File: src/rtl/fetch_unit.sv
// Instruction-fetch stage: drives the PC register and fetches over a req/ack handshake into IF/ID.
// A single hold buffer keeps one fetched word while ID stalls; redirects squash in-flight fetches.
//
// state  | meaning
// IDLE   | first cycle after reset, no request outstanding
// REQ    | request asserted at pc_i, waiting for ack
// HOLD   | fetched word parked in the buffer until ID accepts it
module fetch_unit #(
    parameter logic [31:0] NOP_INSTR = 32'h0000_0000,
    parameter logic [31:0] PC_INC    = 32'd4
) (
    input  logic        clk_i,
    input  logic        rst_i,
    input  logic [31:0] pc_i,
    output logic [31:0] pc_next_o,
    output logic        pc_write_o,
    output logic        imem_req_o,
    output logic [31:0] imem_addr_o,
    input  logic        imem_ack_i,
    input  logic [31:0] imem_data_i,
    input  logic        id_stall_i,
    input  logic        redirect_i,
    input  logic [31:0] redirect_pc_i,
    output logic        ifid_valid_o,
    output logic [31:0] ifid_instr_o,
    output logic [31:0] ifid_pc4_o
);

    typedef enum logic [1:0] {S_IDLE, S_REQ, S_HOLD} state_t;

    state_t      state_q, state_d;
    logic        ifid_valid_q, ifid_valid_d;
    logic [31:0] ifid_instr_q, ifid_instr_d;
    logic [31:0] ifid_pc4_q, ifid_pc4_d;
    logic [31:0] buf_instr_q, buf_instr_d;
    logic [31:0] buf_pc4_q, buf_pc4_d;
    logic [31:0] redir_q, redir_d;
    logic        redir_pend_q, redir_pend_d;
    logic [31:0] pc_inc;
    logic        slot_free;

    assign pc_inc       = pc_i + PC_INC;
    assign slot_free    = !ifid_valid_q || !id_stall_i;
    assign imem_addr_o  = pc_i;
    assign ifid_valid_o = ifid_valid_q;
    assign ifid_instr_o = ifid_valid_q ? ifid_instr_q : NOP_INSTR;
    assign ifid_pc4_o   = ifid_pc4_q;

    always_comb begin
        state_d      = state_q;
        ifid_valid_d = ifid_valid_q;
        ifid_instr_d = ifid_instr_q;
        ifid_pc4_d   = ifid_pc4_q;
        buf_instr_d  = buf_instr_q;
        buf_pc4_d    = buf_pc4_q;
        redir_d      = redir_q;
        redir_pend_d = redir_pend_q;
        pc_next_o    = pc_inc;
        pc_write_o   = 1'b0;
        imem_req_o   = 1'b0;

        case (state_q)
            S_IDLE: begin
                state_d = S_REQ;
                // State reads IDLE throughout reset; keep the PC write quiet then.
                if (redirect_i && !rst_i) begin
                    pc_write_o = 1'b1;
                    pc_next_o  = redirect_pc_i;
                end
            end
            S_REQ: begin
                imem_req_o = 1'b1;
                if (imem_ack_i) begin
                    pc_write_o = 1'b1;
                    if (redirect_i || redir_pend_q) begin
                        pc_next_o    = redirect_i ? redirect_pc_i : redir_q;
                        redir_pend_d = 1'b0;
                        if (slot_free) ifid_valid_d = 1'b0;
                    end else if (slot_free) begin
                        ifid_valid_d = 1'b1;
                        ifid_instr_d = imem_data_i;
                        ifid_pc4_d   = pc_inc;
                    end else begin
                        buf_instr_d = imem_data_i;
                        buf_pc4_d   = pc_inc;
                        state_d     = S_HOLD;
                    end
                end else begin
                    // PC is frozen until ack, so the target waits in redir_q.
                    if (redirect_i) begin
                        redir_d      = redirect_pc_i;
                        redir_pend_d = 1'b1;
                    end
                    if (slot_free) ifid_valid_d = 1'b0;
                end
            end
            S_HOLD: begin
                if (redirect_i) begin
                    pc_write_o = 1'b1;
                    pc_next_o  = redirect_pc_i;
                    state_d    = S_REQ;
                end else if (!id_stall_i) begin
                    ifid_valid_d = 1'b1;
                    ifid_instr_d = buf_instr_q;
                    ifid_pc4_d   = buf_pc4_q;
                    state_d      = S_REQ;
                end
            end
            default: state_d = S_IDLE;
        endcase

        if (redirect_i) ifid_valid_d = 1'b0;
    end

    always_ff @(posedge clk_i or posedge rst_i) begin
        if (rst_i) begin
            state_q      <= S_IDLE;
            ifid_valid_q <= 1'b0;
            ifid_instr_q <= NOP_INSTR;
            ifid_pc4_q   <= 32'h0;
            buf_instr_q  <= 32'h0;
            buf_pc4_q    <= 32'h0;
            redir_q      <= 32'h0;
            redir_pend_q <= 1'b0;
        end else begin
            state_q      <= state_d;
            ifid_valid_q <= ifid_valid_d;
            ifid_instr_q <= ifid_instr_d;
            ifid_pc4_q   <= ifid_pc4_d;
            buf_instr_q  <= buf_instr_d;
            buf_pc4_q    <= buf_pc4_d;
            redir_q      <= redir_d;
            redir_pend_q <= redir_pend_d;
        end
    end

endmodule

File: config.mk
export PLATFORM = sky130hd
export DESIGN_NAME = fetch_unit
export DESIGN_NICKNAME = d
export VERILOG_FILES = /design/src/rtl/fetch_unit.sv
export SDC_FILE = /design/constraint.sdc
export NUM_CORES = 1
export LEC_CHECK = 0
export ABC_AREA = 0
export BUFFER_PORTS_ARGS = -buffer_cell sky130_fd_sc_hd__buf_2
export CORE_MARGIN = 1.5
export CORE_UTILIZATION = 49
export CTS_BUF_LIST = sky130_fd_sc_hd__clkbuf_16
export CTS_CLUSTER_SIZE = 8
export DETAILED_ROUTE_END_ITERATION = 10
export PLACE_DENSITY = 0.73
export SLEW_MARGIN = 20
export SYNTH_ARGS = -nofsm -noshare
export SYNTH_HDL_FRONTEND = slang
export SYNTH_SLANG_ARGS = --single-unit
File: constraint.sdc
create_clock -name clk_i -period 8 [get_ports clk_i]
set_input_delay 2.4 -clock clk_i [delete_from_list [all_inputs] [get_ports clk_i]]
set_output_delay 2.4 -clock clk_i [all_outputs]
set_load 0.05 [all_outputs]
# ---- After elaboration in Yosys (flattened, before gate mapping)
# Index checks and enable logic that the tools add are counted.
# W data, S select, Z words.
dict set report word_totals {
  regBits 164
  in_bits 101
  output_inout_bits 131
  wordCells 79
}
dict set report classes {
  add_sub_neg 1
  n_eq_ne 11
  muxes 40
  bitwise 3
  n_reduce_logical 16
}
# cell n
set ops {}
lappend ops {{$mux W32} 16}
lappend ops {{$pmux W32 S2} 2}
lappend ops {{$pmux W32 S3} 1}
lappend ops {{$add A32 B3 Y32 const B} 1}
lappend ops {{$mux W1} 13}
lappend ops {{$ne A2 B2 Y1 const B} 6}
lappend ops {{$mux W2} 5}
lappend ops {{$reduce_and A4 Y1} 2}
lappend ops {{$pmux W2 S3} 1}
lappend ops {{$reduce_and A3 Y1} 2}
lappend ops {{$reduce_and A6 Y1} 1}
lappend ops {{$ne A5 B5 Y1 const B} 1}
lappend ops {{$reduce_bool A2 Y1} 2}
lappend ops {{$logic_not A1 Y1} 3}
lappend ops {{$ne A3 B3 Y1 const B} 1}
lappend ops {{$not A1 Y1} 3}
lappend ops {{$pmux W1 S3} 1}
lappend ops {{$reduce_bool A3 Y1} 1}
lappend ops {{$eq A2 B1 Y1 const B} 1}
lappend ops {{$eq A2 B2 Y1 const B} 1}
lappend ops {{$logic_not A2 Y1} 1}
lappend ops {{$logic_or A1 B1 Y1} 2}
lappend ops {{$ne A2 B1 Y1 const B} 1}
lappend ops {{$pmux W1 S2} 1}
lappend ops {{other kinds (2)} 2}

# ---- Logic depth before layout (Yosys ltp)
dict set report logic_depth {
  depth_word 7
  ltp_mapped 8
  ltp_nobuf 6
}

# ---- Worst setup path before layout
# Ideal clock, no wire load.
dict set report synth_path {
  path_kind {input to output}
  from {input port pc_i[2]}
  to {output port pc_next_o[16]}
  arrival_time_ns 4.549
  t_required_ns 5.600
  path_slack_ns 1.051
  cell_stages 6
  path_buffers 0
  cell_sequence {ha_1 nand4_1 nor3_4 and3_1 xnor2_1 o21ai_0}
}
dict set report synth_via {
  elab_chain_len 4
  elab_cells_between_ends 6
  cone_classes {1 x add/sub; 5 x mux}
}
# item line_no
set synth_lines {}
lappend synth_lines {{start, declared} 14} ;# input logic [31:0] pc_i,
lappend synth_lines {{$add A32 B3 Y32 *} 42} ;# assign pc_inc = pc_i + PC_INC;
lappend synth_lines {{$mux W32} 75} ;# if (redirect_i || redir_pend_q) begin
lappend synth_lines {{$mux W32} 73} ;# if (imem_ack_i) begin
lappend synth_lines {{$pmux W32 S3 *} 62} ;# case (state_q)
lappend synth_lines {{end, declared} 15} ;# output logic [31:0] pc_next_o,
# Every way passes the cells marked *; elsewhere a longest branch is shown, timed or not.

# ---- Final worst setup path
dict set report layout_path {
  from {input port pc_i[2]}
  to {output port pc_next_o[26]}
}
# Same word-level chain as after synthesis.

==> results.py <==
metrics = {
    "placed_design": {
        "numPortBuffers": 231,
        "gp_congestion": 0.896,
        "dp_hpwl_um": 15900,
    },
    "die": {
        "die_x_um": 135,
        "ioPinCount": 232,
        "initial_core_util_pct": 50.6,
        "rows": 47,
        "core_mm2": 0.0168,
        "die-height_um": 135,
        "die-area_mm2": 0.0181,
    },
    "power": {
        "power-per-cell-area_mw_per_mm2": 255,
        "irDropWorstVdd_uv": 158,
        "p_leak_nw": 4.74,
        "p_total_mw": 2.58,
    },
    "yosys": {
        "synth_top_area_share_pct": 48.4,
        "syn_inst": 889,
        "synth_edf_count": 0,
        "ys_warn_count": 0,
        "syn_area_per_cell_um2": 9.55,
        "yosys.area.top_type": "dfrtp_1",
        "ys_seq_area_share_pct": 48.4,
        "synth_cell_type_count": 53,
        "syn_nets": 991,
        "synth_seq_cells": 164,
        "async_flop_share_pct": 100,
        "synth_area_mm2": 0.00849,
        "synth.area.top_cells": "dfrtp_1 (48%), mux2_2 (8.9%), nor2_1 (4.4%)",
        "synth-main-ff-cell": "dfrtp_1",
    },
    "timing": {
        "finalMaxSlewViolations": 0,
        "clock_skew_ps": 9.83,
        "tns_ps": 0,
        "fmax_mhz": 145,
        "hold_viol": 0,
        "rsz0062_at_grt": "false",
        "slew_headroom_pct": 34.6,
        "period_needed_ps": 6910,
        "setup_viol": 0,
        "fin_crit_sh_pct": 86.4,
        "worst_pin_slew_ps": 981,
    },
    "setup_path": {
        "critPathCaptureType": "output pin",
        "crit_required_ps": 5600,
        "worstSetupPathType": "in2out",
        "r2r-start": "state_q[1]",
        "r2r_slack_ps": 4570,
        "critPathSlowestCell": "nor3_4",
        "cpLargestDelayFamily": "simple AND/OR/NAND/NOR gates",
        "path_max_fanout": 9,
        "cp.buffers_inverters": 2,
        "critical_path.cell_chain": "buf_2, ha_1, nand4_1, nor3_4, nand4_1, xor2_1, a22oi_1, buf_2",
        "start_kind": "primary input",
        "reg2reg_to": "buf_pc4_q[28]",
        "slowest_delay_ps": 460,
        "crit_arrival_ps": 4510,
        "r2r_cells": 7,
    },
    "detailed_routing": {
        "ant_nets": 0,
        "first_pass_iters": 6,
        "vias": 7363,
        "viasPerCell": 5.69,
        "wl_per_cell_um": 17.8,
        "wl_um": 23100,
        "drt_iter0_drc": 476,
        "drc": 0,
    },
    "cells_and_area": {
        "synthToLayoutAreaGrowth_pct": 19.2,
        "layout_commonest_cell": "buf_2",
        "nNetsFinal": 1163,
        "final_cell_mix": "buf_2 (231), dfrtp_1 (163), nor2_1 (98)",
        "antenna_cells": 0,
        "drive_gt1_share_pct": 33.4,
        "fillCellCount": 1466,
    },
    "clock_tree": {
        "cts.sinks": 164,
        "clockBufferDepth": 2,
        "postCtsHoldBufs": 0,
        "clk_latency_ps": 420,
        "cts_root_buffer": "clkbuf_16",
        "tritoncts": "yes",
        "post-cts-setup-buffers": 0,
        "h-tree-depth": 4,
        "clkTransAtPathRegs_ps": 60,
        "numCtsBuffers": 17,
        "cts-resized-gates": 0,
    },
    "grt": {
        "grt_max_degree": 109,
        "grt_util_all_layers_pct": 25.8,
        "grt_pass1_wl_um": 36400,
        "overflow": 0,
        "antenna_found_initial": 0,
        "grt_pass1_vias": 6930,
    },
    "worst_hold_path": {
        "hold_depth": 2,
        "worstHoldStart": "ifid_pc4_o[3]",
        "min-delay-path-class": "reg2reg",
        "min_to": "ifid_pc4_o[3]",
    },
    "status": {
        "status": "completed",
    },
    "run": {
        "cap_viol_max_count": 0,
    },
}
-- power by group --
group | total (mW) | internal [mW] | switching [mW]
Clock | 0.775 | 0.430 | 0.345
Sequential | 1.11 | 1.01 | 0.0968
Combinational | 0.698 | 0.215 | 0.482
-- per-layer routing --
metal  vias up  share of wire (%)  wire, um  global-route usage [%]
li1       3472                  -         -                       -
met1      3558                 42      9680                    33.4
met2       290                 48     11200                    42.0
met3        43                6.4      1470                    5.74
met4         0                3.2       727                    10.6
met5         -                  0         0                       0
-- cell usage after synthesis (14+ instances only) --
library cell / count
dfrtp_1: 164
nor2_1: 99
nand2_1: 96
mux2_2: 67
a21oi_1: 60
o21ai_0: 49
a22oi_1: 40
a31oi_1: 35
and2_1: 34
buf_4: 33
clkbuf_1: 29
buf_2: 24
xor2_1: 15
nand4_1: 14
-- state kept, by name (all words and copies together) (netlist names) --
signal,flops
ifid_instr_q,32
state_q,2
buf_instr_q,32
redir_q,32
buf_pc4_q,32
ifid_valid_o,1
redir_pend_q,1
ifid_pc4_o,32
-- worst max-delay path by stage --
| stage | start | to | cells after the start |
|---|---|---|---|
| final | pc_i[2] | pc_next_o[26] | 8 |
| after global routing | pc_i[2] | pc_next_o[26] | 8 |
| after CTS | pc_i[2] | pc_next_o[26] | 8 |
| after detailed placement | pc_i[2] | pc_next_o[26] | 8 |
| after global placement | pc_i[2] | pc_next_o[24] | 8 |
| after floorplan | pc_i[2] | pc_next_o[16] | 6 |
-- cells by family after synthesis --
logic type               count (synthesis)  synth area share, %
AND/OR/NAND/NOR                        312                 18.1
AO/OA/AOI/OAI                          223                 15.8
flip-flops                             164                 48.4
buffers and inverters                   97                 6.10
multiplexers                            67                 8.89
XOR/XNOR                                25                 2.58
adder cells (fa/ha/maj)                  1                0.147
-- tightest hold or removal path, cell delays in order (launching register included) --
cell and delay [ps]:
dfrtp_1 340, nand2_1 50, o21ai_0 60
-- through the flow --
step                      utilization (%)  instances  hold slack (ps)  area [um2]  worst slack [ps]
final                                60.3       1294              475       10100              1090
after global routing                 60.3       1294              499       10100               938
after CTS                            60.3       1294              481       10100              1120
after detailed placement             57.0       1262              461        9560              1120
after global placement               57.0       1262              457        9560              1210
after floorplan                         -        889              473        8490              1050
-- layout make-up --
| cell class | instances | area (um2) | share of cell area (%) |
|---|---|---|---|
| Clock inverter | 15 | 130 | 1.29 |
| Tap cell | 220 | 275 | 2.72 |
| Inverter | 8 | 35.0 | 0.346 |
| Timing Repair Buffer | 242 | 1240 | 12.2 |
| Clock buffer | 17 | 425 | 4.21 |
| Sequential cell | 164 | 4110 | 40.6 |
| Multi-Input combinational cell | 628 | 3900 | 38.6 |
Power figures use the tool's default switching activity.
